## src/rtl/irq_controller.sv

```systemverilog
// Single-level interrupt controller. It synchronises and edge-detects four request lines,
// keeps them pending, masks and prioritises them, and holds the return PC for one handler.
module irq_controller #(
    parameter logic [7:0] VEC_BASE   = 8'hF0,
    parameter logic [7:0] VEC_STRIDE = 8'h04
) (
    input  logic       clk,
    input  logic       rst,
    input  logic [3:0] irq,
    input  logic       mask_we,
    input  logic [3:0] mask_din,
    input  logic [7:0] pc_in,
    input  logic       int_ack,
    input  logic       eoi,
    output logic       int_req,
    output logic [7:0] vector,
    output logic [7:0] ret_pc,
    output logic [3:0] in_service,
    output logic [3:0] pending,
    output logic [3:0] mask
);

    typedef enum logic [1:0] {
        IDLE,
        REQ,
        SERVICE
    } state_t;

    state_t     state;
    logic [3:0] s1, s2, s3;
    logic [3:0] edge_det;
    logic [3:0] eligible;
    logic [3:0] ack_clr;
    logic [1:0] sel;
    logic [1:0] prio;

    assign edge_det = s2 & ~s3;
    assign eligible = pending & mask;
    assign ack_clr  = (state == REQ && int_ack) ? (4'b0001 << sel) : 4'b0000;

    // Scan from the top down so the lowest set index is the one that sticks.
    always_comb begin
        prio = 2'd0;
        for (int i = 3; i >= 0; i--) begin
            if (eligible[i]) prio = 2'(i);
        end
    end

    // NOTE: every register here, including the synchroniser, is reset so a reset
    // mid-edge cannot leave a stale edge behind.
    always_ff @(posedge clk or posedge rst) begin
        if (rst) begin
            s1 <= '0;
            s2 <= '0;
            s3 <= '0;
        end else begin
            s1 <= irq;
            s2 <= s1;
            s3 <= s2;
        end
    end

    // Clearing on acknowledge comes before the OR, so an edge arriving in the same cycle wins.
    always_ff @(posedge clk or posedge rst) begin
        if (rst) begin
            pending <= '0;
            mask    <= '0;
        end else begin
            pending <= (pending & ~ack_clr) | edge_det;
            if (mask_we) mask <= mask_din;
        end
    end

    always_ff @(posedge clk or posedge rst) begin
        if (rst) begin
            state      <= IDLE;
            sel        <= '0;
            int_req    <= 1'b0;
            vector     <= '0;
            ret_pc     <= '0;
            in_service <= '0;
        end else begin
            case (state)
                IDLE: begin
                    if (eligible != 4'b0000) begin
                        sel     <= prio;
                        vector  <= VEC_BASE + {6'b0, prio} * VEC_STRIDE;
                        int_req <= 1'b1;
                        state   <= REQ;
                    end
                end
                REQ: begin
                    if (int_ack) begin
                        ret_pc     <= pc_in;
                        in_service <= 4'b0001 << sel;
                        int_req    <= 1'b0;
                        state      <= SERVICE;
                    end else if (!mask[sel]) begin
                        int_req <= 1'b0;
                        state   <= IDLE;
                    end
                end
                SERVICE: begin
                    if (eoi) begin
                        in_service <= '0;
                        state      <= IDLE;
                    end
                end
                default: state <= IDLE;
            endcase
        end
    end

endmodule

```

## config.mk

```make
export PLATFORM = sky130hd
export DESIGN_NAME = irq_controller
export DESIGN_NICKNAME = d
export VERILOG_FILES = /design/src/rtl/irq_controller.sv
export SDC_FILE = /design/constraint.sdc
export NUM_CORES = 1
export LEC_CHECK = 0
export BUFFER_PORTS_ARGS = -buffer_cell sky130_fd_sc_hd__buf_2
export CAP_MARGIN = 20
export CORE_ASPECT_RATIO = 0.5
export CORE_MARGIN = 3
export CORE_UTILIZATION = 40
export DETAILED_ROUTE_END_ITERATION = 10
export GPL_TIMING_DRIVEN = 0
export PLACE_DENSITY = 0.67
export SKIP_LAST_GASP = 1
export SYNTH_ARGS = -nofsm -noshare
export SYNTH_HDL_FRONTEND = slang
export SYNTH_SLANG_ARGS = --single-unit
```

## constraint.sdc

```tcl
create_clock -name clk -period 1.19 [get_ports clk]
set_input_delay 0.238 -clock clk [delete_from_list [all_inputs] [get_ports clk]]
set_output_delay 0.238 -clock clk [all_outputs]
set_load 0.01 [all_outputs]
```

== Word level (Yosys, flattened, before mapping) ==
Cells that the tools add are included.

* Mux-type cells: 19
* Equal/unequal tests: 6
* Add/subtract/negate cells: 1
* Shift-type cells: 1
* Bitwise operators: 6
* Reductions and logical operators: 10
* $lt $le $gt $ge: 1

{| class="wikitable"
|+ Operator list
! operator !! number
|-
| two-way mux 2 bit || 8
|-
| bitwise AND 4 bit || 3
|-
| two-way mux 4 bit || 3
|-
| AND reduction 3 bit || 3
|-
| NOT 4 bit || 2
|-
| one-hot mux 4 bit (2 select lines) || 1
|-
| adder 5 x 5 -> 6 bit, first input constant || 1
|-
| != test 2 bit, second input constant || 3
|-
| one-hot mux 2 bit (3 select lines) || 1
|-
| two-way mux 1 bit || 4
|-
| OR 4 bit || 1
|-
| AND reduction 2 bit || 2
|-
| nonzero test 2 bit || 2
|-
| nonzero test 4 bit || 1
|-
| left shift 1 x 2 -> 4 bit, first input constant || 1
|-
| < comparator 2 x 3 -> 1 bit, second input constant || 1
|-
| != test 3 bit, second input constant || 1
|-
| binary-select mux 1 bit (select 2 bit) || 1
|-
| equality test 2 x 1 -> 1 bit, second input constant || 1
|-
| equality test 2 bit, second input constant || 1
|-
| logical NOT 2 bit || 1
|-
| one-hot mux 1 bit (2 select lines) || 1
|-
| logical AND 1 bit || 1
|}

* Logic and storage cells: 55
* Input bits: 21
* Register bits after elaboration: 45

== Depth between registers and ports, before layout ==
Gate-level depths: netlist (run 1).

* Depth after elaboration: 6
* Depth in mapped cells: 5
* Depth with buffers taken out: 4

== Worst setup path before layout (run 1) ==
OpenSTA, ideal clock, no wires.

* Path kind: register -> register
* From: reg mask[1]
* To: reg sel[0]
* Buffers on the path: 0
* Period minus slack after synthesis: 1.356 ns
* Slack: -0.166 ns
* Cell stages (with the launch flop): 5
* Arrival: 1.231 ns
* Path through: dfrtp_1 a22oi_1 or3_4 nand2b_4 mux2_4

* Longest elaborated chain between the ends: 3
* Elaborated cells on any way between the ends: 5

{| class="wikitable"
|+ RTL lines
! element !! line !! source
|-
| start: declaration || 20 || <nowiki>output logic [3:0] mask</nowiki>
|-
| start signal: assignment || 70 || <nowiki>if (mask_we) mask <= mask_din;</nowiki>
|-
| bitwise AND 4 bit * || 38 || <nowiki>assign eligible = pending & mask;</nowiki>
|-
| nonzero test 4 bit / two-way mux 2 bit (equally long branches) || 85, 45 ||
|-
| AND reduction 2 bit (no line) / two-way mux 2 bit (equally long branches) || -- ||
|-
| end signal: assignment || 86 || <nowiki>sel <= prio;</nowiki>
|-
| end: declaration || 34 || <nowiki>logic [1:0] sel;</nowiki>
|}

Mark *: on every way between the ends. The rest lies on a longest branch, timed or not.
A chain may end at the register's enable or synchronous reset.

== Final worst setup path (run 1) ==
* From: reg pending[3]
* To: reg sel[0]

* Longest elaborated chain between the ends: 5
* Elaborated cells on any way between the ends: 7

{| class="wikitable"
|+ RTL lines
! element !! line !! source
|-
| start: declaration || 19 || <nowiki>output logic [3:0] pending,</nowiki>
|-
| start signal: assignment || 69 || <nowiki>pending <= (pending & ~ack_clr) | edge_det;</nowiki>
|-
| bitwise AND 4 bit * || 38 ||
|-
| two-way mux 2 bit (4 in a row) || 45 || <nowiki>if (eligible[i]) prio = 2'(i);</nowiki>
|}

Marked as above.

==> impl_results.md, run 1 <==
- Status: complete, but fails checks
- Failing checks: negative setup slack
- Worst setup margin: -0.1784 ns
- Switching Fraction: 0.3401
- Type of origin of the critical path: flip-flop
- Data arrival, critical path: 1.54 ns
- Initial antenna violation count: 0
- # port buffers: 47
- Register area share after synthesis: 0.6586
- DR DRC count: 0
- Area grow syn2layout: 48.01%
- R2R Path End: sel[0]
- CTS H-tree lvls: 2
- Vias in the first global route: 1119
- # IOs: 50
- Period minus WS final: 1.368 ns
- Clock-pin slew on the worst setup and hold paths: 0.08 ns
- Fin nets: 216
- Leak: 1.096 nW
- Site Rows: 14
- Wire length of the first global-routing pass: 5202 um
- Final setup fails: 14
- Total CTS buffers: 5
- Clk pwr share: 0.217
- CP Max Fanout: 4
- Unrepaired setup endpoints after global routing: yes
- Layout cells sized above 1: 0.4949
- Worst Hold Launch: irq[2]
- Type of the worst setup path: flip-flop to flip-flop
- Clock sinks: 38
- R2R cell count: 4
- Critical register-to-register path startpoint: pending[3]
- Post-Syn Area: 1444 um^2
- Grt ovf: 0
- Most frequent cells in the layout: buf_2, dfrtp_1, nand2_1, buf_6, buf_4
- Violation count after the first detailed-route iteration: 44
- Core footprint: 3223 um^2
- Combined global-route utilization of all metal layers: 0.1510
- WHS: 0.04754 ns
- Ys flop type: dfrtp_1
- Cells after synthesis: 124
- Die height: 48.49 um
- Final core occ: 0.6630
- Worst skew pair latency: 0.29 ns
- Reg2Reg Setup Slack: -0.18 ns
- Iteration count of the initial detailed-routing pass: 4
- Sequential power share: 0.384
- Overall Power: 0.005060 W
- Slew headroom: 0.4889
- Cell Pwr Density: 2368 nW/um^2
- Finished Layout Cells: 244
- CP Data Required Time: 1.36 ns
- Post-synth EDFFs: 0
- Worst Tran Pin Value: 0.7656 ns
- Drt wl/cell: 13.02 um
- Largest net degree at the start of global routing: 39
- Clock Tree Root: clkbuf_8
- CTS tree: done
- Period utilization: 1.150
- Pint: 0.003339 W
- Inst Count DP: 220
- Worst IR drop on VDD: 0.8781 mV
- FF+latch count, synth: 38
- Die Span X: 90.97 um
- Via count: 1115
- CTS Buffer Depth: 2
- CP Capture Type: flip-flop
- Synth unique cells: 32
- Starting Density: 0.4480
- Switching power total: 0.001721 W
- ANT cells: 0
- Post-DR vias/cell: 4.570
- Hold EP: s1[2]
- Yosys warnings: 0
- HPWL Detailed: 1994 um
- Full die area: 4410 um^2
- Maximum clock rate: 730.8 MHz
- Final hold vios: 0
- Routed WL: 3176 um
- Async S/R FF share, synth: 1.000
- Hold Crit Class: input port to flip-flop
- Avg Cell Area, Syn: 11.64 um^2
- Post-DRT Antenna Nets: 0
- Hold Path Stages: 1
- Worst Skew: 0.006812 ns
- # Max-Cap Violations: 0
- Fin. max-slew vios: 0
- Fill cells: 272
- Combinational share of power: 0.400
- Gpl congestion: 0.7528
- Commonest non-fill, non-tap cell in the layout: buf_2
-- power groups by stage --
stage	clock [W]	sequential, W	combinational (W)
finish	0.00110	0.00194	0.00202
global route	0.00118	0.00199	0.00220
CTS	0.00112	0.00192	0.00170
detailed placement	0	0.00195	0.00143
global placement	0	0.00193	0.00140
floorplan	0	0.00205	0.000782
-- cell families after synthesis --
family / after synthesis / share of synthesized area
buffers and inverters: 15 / 0.05633
other: 1 / 0.002597
flip-flops: 38 / 0.6586
multiplexers: 7 / 0.05545
AO/OA/AOI/OAI: 16 / 0.07454
AND/OR/NAND/NOR: 47 / 0.1525
-- worst max path at each step --
stage | cells after the start | slack [ns] | start | to
floorplan | 4 | -0.17 | mask[1] | sel[0]
global placement | 2 | -0.40 | rst | ret_pc[7]
detailed placement | 4 | -0.27 | mask[2] | sel[0]
CTS | 3 | -0.15 | state[0] | sel[0]
global route | 3 | -0.20 | state[1] | sel[0]
finish | 4 | -0.18 | pending[3] | sel[0]
-- layer usage --
metal,track usage,share of wire,wire length (um)
met4,0.06000,0.018,57
met1,0.1899,0.44,1403
met3,0.04489,0.055,176
met5,0,0,0
met2,0.2473,0.48,1538
-- per-stage QoR --
step / worst slack, ns / cell area, um^2 / TNS, ns
2_1_floorplan: -0.1659 / 1451 / -0.1706
3_3_place_gp: -0.4007 / 1747 / -15.62
3_5_place_dp: -0.2672 / 1747 / -0.7159
4_1_cts: -0.1537 / 1996 / -0.5347
5_1_grt: -0.2015 / 2137 / -1.734
6_report: -0.1784 / 2137 / -0.7427
-- synth_stat cells (2+ instances only) --
| cell | count | area [um^2] |
|---|---|---|
| buf_4 | 6 | 45.04 |
| nor2_1 | 2 | 7.510 |
| o21ai_1 | 5 | 25.02 |
| nand2_1 | 35 | 131.4 |
| mux2_1 | 4 | 45.04 |
| inv_1 | 7 | 26.28 |
| mux2i_1 | 2 | 20.02 |
| buf_2 | 2 | 10.01 |
| dfrtp_1 | 38 | 950.9 |
-- timing repair --
item,in CTS,in global routing
pin swaps,3,5
buffers inserted,9,7
resized for setup,17,17
hold buffers,0,0
setup endpoints to repair,13,27
-- worst max-delay path: stages (launching register included) --
cell and delay [ns]:
dfrtp_1 0.39, nand2_1 0.08, a211oi_2 0.29, nand2b_4 0.20, mux2_4 0.29
-- flip-flops by register name, summed over array words and instances (netlist names) --
signal and count:
in_service 4, int_req 1, mask 4, pending 4
ret_pc 8, s1 4, s2 4, s3 4
sel 1, state 2, vector 2
-- cell type report --
cell class                      count  area, um^2  area share
Clock buffer                        5       68.82     0.03220
Tap cell                           48       60.06     0.02810
Buffer                              8       82.58     0.03864
Inverter                            7       26.28     0.01230
Multi-Input combinational cell     72       475.5      0.2225
Sequential cell                    38       954.7      0.4467
Clock inverter                      3       45.04     0.02108
Timing Repair Buffer               63       424.2      0.1985
Note: power is estimated with default switching activity, not from simulation.
==> run 2: changes to the inputs <==
- HOLD_SLACK_MARGIN: unset -> 0.1
==> run 2 against run 1 <==
Effect of this change:
- the run still ends with negative setup slack left
- combinational power barely moved
- worst hold slack improved by 0.032 ns
- sequential power barely moved
- maximum frequency did not move
- routed wire length rose by 0.66%
- highest routed layer unchanged
==> impl_results.md, run 2 (synthesis results as in run 1) <==
- Status: complete, but fails checks
- Failing checks: negative setup slack
- Data arrival, critical path: 1.54 ns (about the same)
- Largest net degree at the start of global routing: 39 (unchanged)
- Total CTS buffers: 5 (unchanged)
- # IOs: 50 (unchanged)
- Fill cells: 268 (-1.5%)
- Die height: 48.49 um (unchanged)
- Clock-pin slew on the worst setup and hold paths: 0.08 ns (about the same)
- Critical register-to-register path startpoint: pending[3]
- Crit-path cells: nand2_1 > a211oi_2 > nand2b_4 > mux2_4
- # Max-Cap Violations: 0 (unchanged)
- Type of origin of the critical path: flip-flop
- Violation count after the first detailed-route iteration: 51 (+16%)
- Drt wl/cell: 12.89 um (-0.96%)
- Worst skew pair latency: 0.29 ns (about the same)
- Fin nets: 220 (+1.9%)
- Met3 Use GR: 0.04489 (unchanged)
- Reg2Reg Setup Slack: -0.18 ns (about the same)
- Layer with the highest usage: met2
- Clock sinks: 38 (unchanged)
- Routed WL: 3197 um (+0.66%)
- Unrepaired setup endpoints after global routing: yes
- Slew headroom: 0.4888 (about the same)
- Combined global-route utilization of all metal layers: 0.1513 (+0.0003400)
- Biggest register: ret_pc
- Maximum clock rate: 730.8 MHz (unchanged)
- Post-DP Area: 1747 um^2 (unchanged)
- Starting Density: 0.4480 (unchanged)
- Cell Pwr Density: 2328 nW/um^2 (-1.7%)
- Wire length of the first global-routing pass: 5216 um (+0.27%)
- Core footprint: 3223 um^2 (unchanged)
- Area grow syn2layout: 50.78%
- Vias in the first global route: 1125 (+0.54%)
- Post-DR vias/cell: 4.524 (-1.0%)
- Met2 GRT Util: 0.2485 (+0.001218)
- Commonest non-fill, non-tap cell in the layout: buf_2
- WHS: 0.07986 ns (+0.03232 ns)
- Grt ovf: 0 (unchanged)
- Grt met1 use: 0.1899 (unchanged)
- Largest register FFs: 8 (unchanged)
- CP Data Required Time: 1.36 ns (about the same)
- Final setup fails: 14 (unchanged)
- Type of the worst setup path: flip-flop to flip-flop
- Fin. max-slew vios: 0 (unchanged)
- Hold Crit Class: input port to async pin
- Iteration count of the initial detailed-routing pass: 4 (unchanged)
- CTS Buffer Depth: 2 (unchanged)
- R2R cell count: 4 (unchanged)
- HPWL Detailed: 1994 um (unchanged)
- Post-DRT Antenna Nets: 0 (unchanged)
- Register Area: 954.7 um^2 (unchanged)
- Setup TNS: -0.7415 ns (+0.001244 ns)
- Leak: 1.113 nW (+1.5%)
- Worst IR drop on VDD: 0.8896 mV (+1.3%)
- Die Span X: 90.97 um (unchanged)
- Final hold vios: 0 (unchanged)
- Slowest CP cell: dfrtp_1
- Clock Tree Root: clkbuf_8
- Area of the multi-input gates: 475.5 um^2 (unchanged)
- DR DRC count: 0 (unchanged)
- Design area: 2177 um^2 (+1.9%)
- Layout cells sized above 1: 0.4850 (-0.009898)
- Period utilization: 1.150 (unchanged)
- CP Max Fanout: 4 (unchanged)
- # port buffers: 47 (unchanged)
- Gpl congestion: 0.7528 (unchanged)
- Slowest stage delay, CP: 0.39 ns (about the same)
- ANT cells: 0 (unchanged)
- CTS H-tree lvls: 2 (unchanged)
- R2R Path End: sel[0]
- Setup WS pre-CTS: -0.2672 ns (unchanged)
- Worst Skew: 0.006812 ns (-0.00000003000 ns)
- Site Rows: 14 (unchanged)
- CTS tree: done
- Initial antenna violation count: 0 (unchanged)
- Most frequent cells in the layout: buf_2, dfrtp_1, nand2_1, buf_6, buf_4
- Full die area: 4410 um^2 (unchanged)
- Worst setup margin: -0.1784 ns (unchanged)
- CP Capture Type: flip-flop
- Via count: 1122 (+0.63%)
- Worst Tran Pin Value: 0.7656 ns (+0.00003654 ns)
- Period minus WS final: 1.368 ns (unchanged)
- Final core occ: 0.6755 (+0.01242)
## run 2: changes by cell type in the layout (fill, tap and decap cells not counted)
cell	delta
dlygate4sd3_1	+4
## run 2: final cells by class
| cell class | instances | area share |
|---|---|---|
| sequential | 38 | 0.4385 |
| multi-input combinational | 72 | 0.2184 |
| timing repair buffer | 67 | 0.2132 |
| buffer | 8 | 0.03793 |
| clock buffer | 5 | 0.03161 |
| tap | 48 | 0.02759 |
| clock inverter | 3 | 0.02069 |
| inverter | 7 | 0.01207 |
## run 2: per-layer routing
| layer | share of wire | vias to the layer above | routed length (um) |
|---|---|---|---|
| met5 | 0 | - | 0 |
| met4 | 0.018 | 0 | 57 |
| met3 | 0.054 | 7 | 173 |
| met2 | 0.48 | 43 | 1542 |
| met1 | 0.45 | 524 | 1424 |
| li1 | - | 548 | - |
## run 2: report_power, final
part / internal [W] / switching (W) / total (W)
Combinational: 0.00107 / 0.000963 / 0.00203
Clock: 0.000623 / 0.000472 / 0.00110
Sequential: 0.00165 / 0.000287 / 0.00194
## run 2: how the worst max path moves through the flow
stage / startpoint / end
finish: pending[3] / sel[0]
global route: state[1] / sel[0]
CTS: state[0] / sel[0]
detailed placement: mask[2] / sel[0]
global placement: rst / ret_pc[7]
floorplan: mask[1] / sel[0]
## run 2: what timing repair did
action | 4_1_cts | 5_1_grt
gates cloned | 0 | 0
setup endpoints to repair | 13 | 27
buffers inserted | 9 | 7
endpoints found under the hold margin | 4 | 0
hold buffers | 4 | 0
gates resized for setup | 17 | 17
pin swaps | 3 | 5
## run 2: per-stage QoR
stage	cells	total power [W]
after detailed placement	220	0.003380
final	248	0.005069
after floorplan	125	0.002835
after global routing	248	0.005380
after global placement	220	0.003330
after CTS	241	0.004741
## run 2: worst max-delay path, delay by kind of cell (launching register included)
kind	cells	cell delay, ns
flops	1	0.39
compound gates	1	0.29
mux	1	0.29
simple gates	2	0.28
==> run 3: changes to the inputs <==
- MAX_ROUTING_LAYER: unset -> met4
==> run 3 against run 2 <==
Effect of this change:
- the run still ends with negative setup slack left
- combinational power about the same
- largest power group unchanged
- clock power about the same
- final cell count unchanged
- cell area unchanged
- critical path type unchanged
- setup slack improved by 0.0027 ns
==> impl_results.md, run 3 (synthesis results as in run 1) <==
- Status: complete, but fails checks
- Failing checks: negative setup slack
- Slowest CP cell: dfrtp_2
- Clock-pin slew on the worst setup and hold paths: 0.08 ns (about the same)
- Full die area: 4410 um^2 (unchanged)
- Die height: 48.49 um (unchanged)
- CTS tree: done
- Fin nets: 220 (unchanged)
- Total CTS buffers: 5 (unchanged)
- Fill cells: 268 (unchanged)
- Worst Skew: 0.007229 ns (+0.0004167 ns)
- Iteration count of the initial detailed-routing pass: 4 (unchanged)
- Type of origin of the critical path: flip-flop
- Sequential power share: 0.383 (about the same)
- Core footprint: 3223 um^2 (unchanged)
- Via count: 1107 (-1.3%)
- Period utilization: 1.148 (-0.002236)
- Starting Density: 0.4480 (unchanged)
- Vias in the first global route: 1125 (unchanged)
- Largest register FFs: 8 (unchanged)
- Largest net degree at the start of global routing: 39 (unchanged)
- ANT cells: 0 (unchanged)
- Most frequent cells in the layout: buf_2, dfrtp_1, nand2_1, buf_6, buf_4
- Crit-path cells: or3_4 > nand2b_4 > mux2_4
- Switching power total: 0.001719 W (-0.13%)
- Die Span X: 90.97 um (unchanged)
- Clock sinks: 38 (unchanged)
- CP Max Fanout: 6 (+2)
- DR DRC count: 0 (unchanged)
- Wire length of the first global-routing pass: 5216 um (unchanged)
- Post-DR vias/cell: 4.464 (-1.3%)
- # port buffers: 47 (unchanged)
- Clk pwr share: 0.218 (+0.002)
- Setup WS pre-CTS: -0.2672 ns (unchanged)
- Combinational share of power: 0.399 (-0.002)
- Slowest stage delay, CP: 0.45 ns (+0.06 ns)
- Unrepaired setup endpoints after global routing: yes
- Slew headroom: 0.4879 (-0.0009430)
- Drt wl/cell: 12.85 um (-0.34%)
- Cell family with most CP delay: simple AND/OR/NAND/NOR gates
- Combined global-route utilization of all metal layers: 0.1558 (+0.004449)
- Initial antenna violation count: 0 (unchanged)
- Site Rows: 14 (unchanged)
- Final setup fails: 14 (unchanged)
- Design area: 2177 um^2 (unchanged)
- Worst setup margin: -0.1757 ns (+0.002661 ns)
- Period minus WS final: 1.366 ns (-0.002661 ns)
- Cell Pwr Density: 2327 nW/um^2 (about the same)
- Leak: 1.113 nW (unchanged)
- # IOs: 50 (unchanged)
- HPWL Detailed: 1994 um (unchanged)
- Routed WL: 3186 um (-0.34%)
- Commonest non-fill, non-tap cell in the layout: buf_2
- Clock Tree Root: clkbuf_8
- Violation count after the first detailed-route iteration: 52 (+2.0%)
- Hold Crit Class: input port to async pin
- Post-DRT Antenna Nets: 0 (unchanged)
- CTS H-tree lvls: 2 (unchanged)
- Layout cells sized above 1: 0.4850 (unchanged)
- Worst Tran Pin Value: 0.7671 ns (+0.001413 ns)
- Grt ovf: 0 (unchanged)
- Type of the worst setup path: flip-flop to flip-flop
- Gpl congestion: 0.7626 (+1.3%)
- # Max-Cap Violations: 0 (unchanged)
- Switching Fraction: 0.3394 (about the same)
- Post-DP Area: 1747 um^2 (unchanged)
- Worst IR drop on VDD: 0.8896 mV (about the same)
- CP Data Required Time: 1.36 ns (about the same)
- Pint: 0.003346 W (about the same)
- Final hold vios: 0 (unchanged)
- Biggest register: ret_pc
- Fin. max-slew vios: 0 (unchanged)
- WP buf/inv: 0 (unchanged)
- Data arrival, critical path: 1.54 ns (about the same)
- Final core occ: 0.6755 (unchanged)
- Worst skew pair latency: 0.29 ns (about the same)
- Maximum clock rate: 732.2 MHz (+0.19%)
- CP Capture Type: flip-flop
- Area grow syn2layout: 50.78% (unchanged)
- CTS Buffer Depth: 2 (unchanged)
==> run 3: cell type report <==
class,count,area (um^2),share of cell area
well taps,48,60.06,0.02759
flip-flops and latches,38,954.7,0.4385
clock inverters,3,45.04,0.02069
plain buffers,8,82.58,0.03793
clock buffers,5,68.82,0.03161
inverters,7,26.28,0.01207
multi-input cells,72,475.5,0.2184
repair buffers,67,464.2,0.2132
==> run 3: what timing repair did <==
| action | in CTS | in global routing |
|---|---|---|
| pin swaps | 3 | 5 |
| setup endpoints to repair | 13 | 27 |
| gates resized for setup | 17 | 17 |
| buffers inserted | 9 | 7 |
| hold buffers | 4 | 0 |
| hold endpoints to repair | 4 | 0 |
==> run 3: layer usage <==
| metal | vias to the layer above | GRT usage | routed length (um) | part of all wire |
|---|---|---|---|---|
| li1 | 549 | - | - | - |
| met1 | 521 | 0.1899 | 1420 | 0.45 |
| met2 | 30 | 0.2485 | 1556 | 0.49 |
| met3 | 7 | 0.04489 | 151 | 0.047 |
| met4 | 0 | 0.06000 | 57 | 0.018 |
| met5 | - | - | 0 | 0 |
==> run 3: metrics by stage <==
stage | setup TNS (ns) | power [W] | hold WS, ns | std cells
2_1_floorplan | -0.1706 | 0.002835 | 0.2694 | 125
3_3_place_gp | -15.62 | 0.003330 | 0.3312 | 220
3_5_place_dp | -0.7159 | 0.003380 | 0.3355 | 220
4_1_cts | -0.5347 | 0.004741 | 0.1110 | 241
5_1_grt | -1.744 | 0.005382 | 0.1372 | 248
6_report | -0.7129 | 0.005066 | 0.07978 | 248
==> run 3: power groups by stage <==
stage	sequential (W)	combinational (W)	clock, W
6_report	0.00194	0.00202	0.00110
5_1_grt	0.00199	0.00221	0.00118
4_1_cts	0.00192	0.00171	0.00112
3_5_place_dp	0.00195	0.00143	0
3_3_place_gp	0.00193	0.00140	0
2_1_floorplan	0.00205	0.000782	0
==> run 3: final timing paths <==
check,startpoint,endpoint,cells past startpoint,slack (ns)
max in group asynchronous,rst,vector[6],2,0.58
worst max register to register,state[1],sel[0],3,-0.18
min in group clk,pc_in[1],ret_pc[1],3,0.13
worst min register to register,s1[3],s2[3],0,0.35
worst max-delay path,state[1],sel[0],3,-0.18
worst min-delay path,rst,pending[1],2,0.08
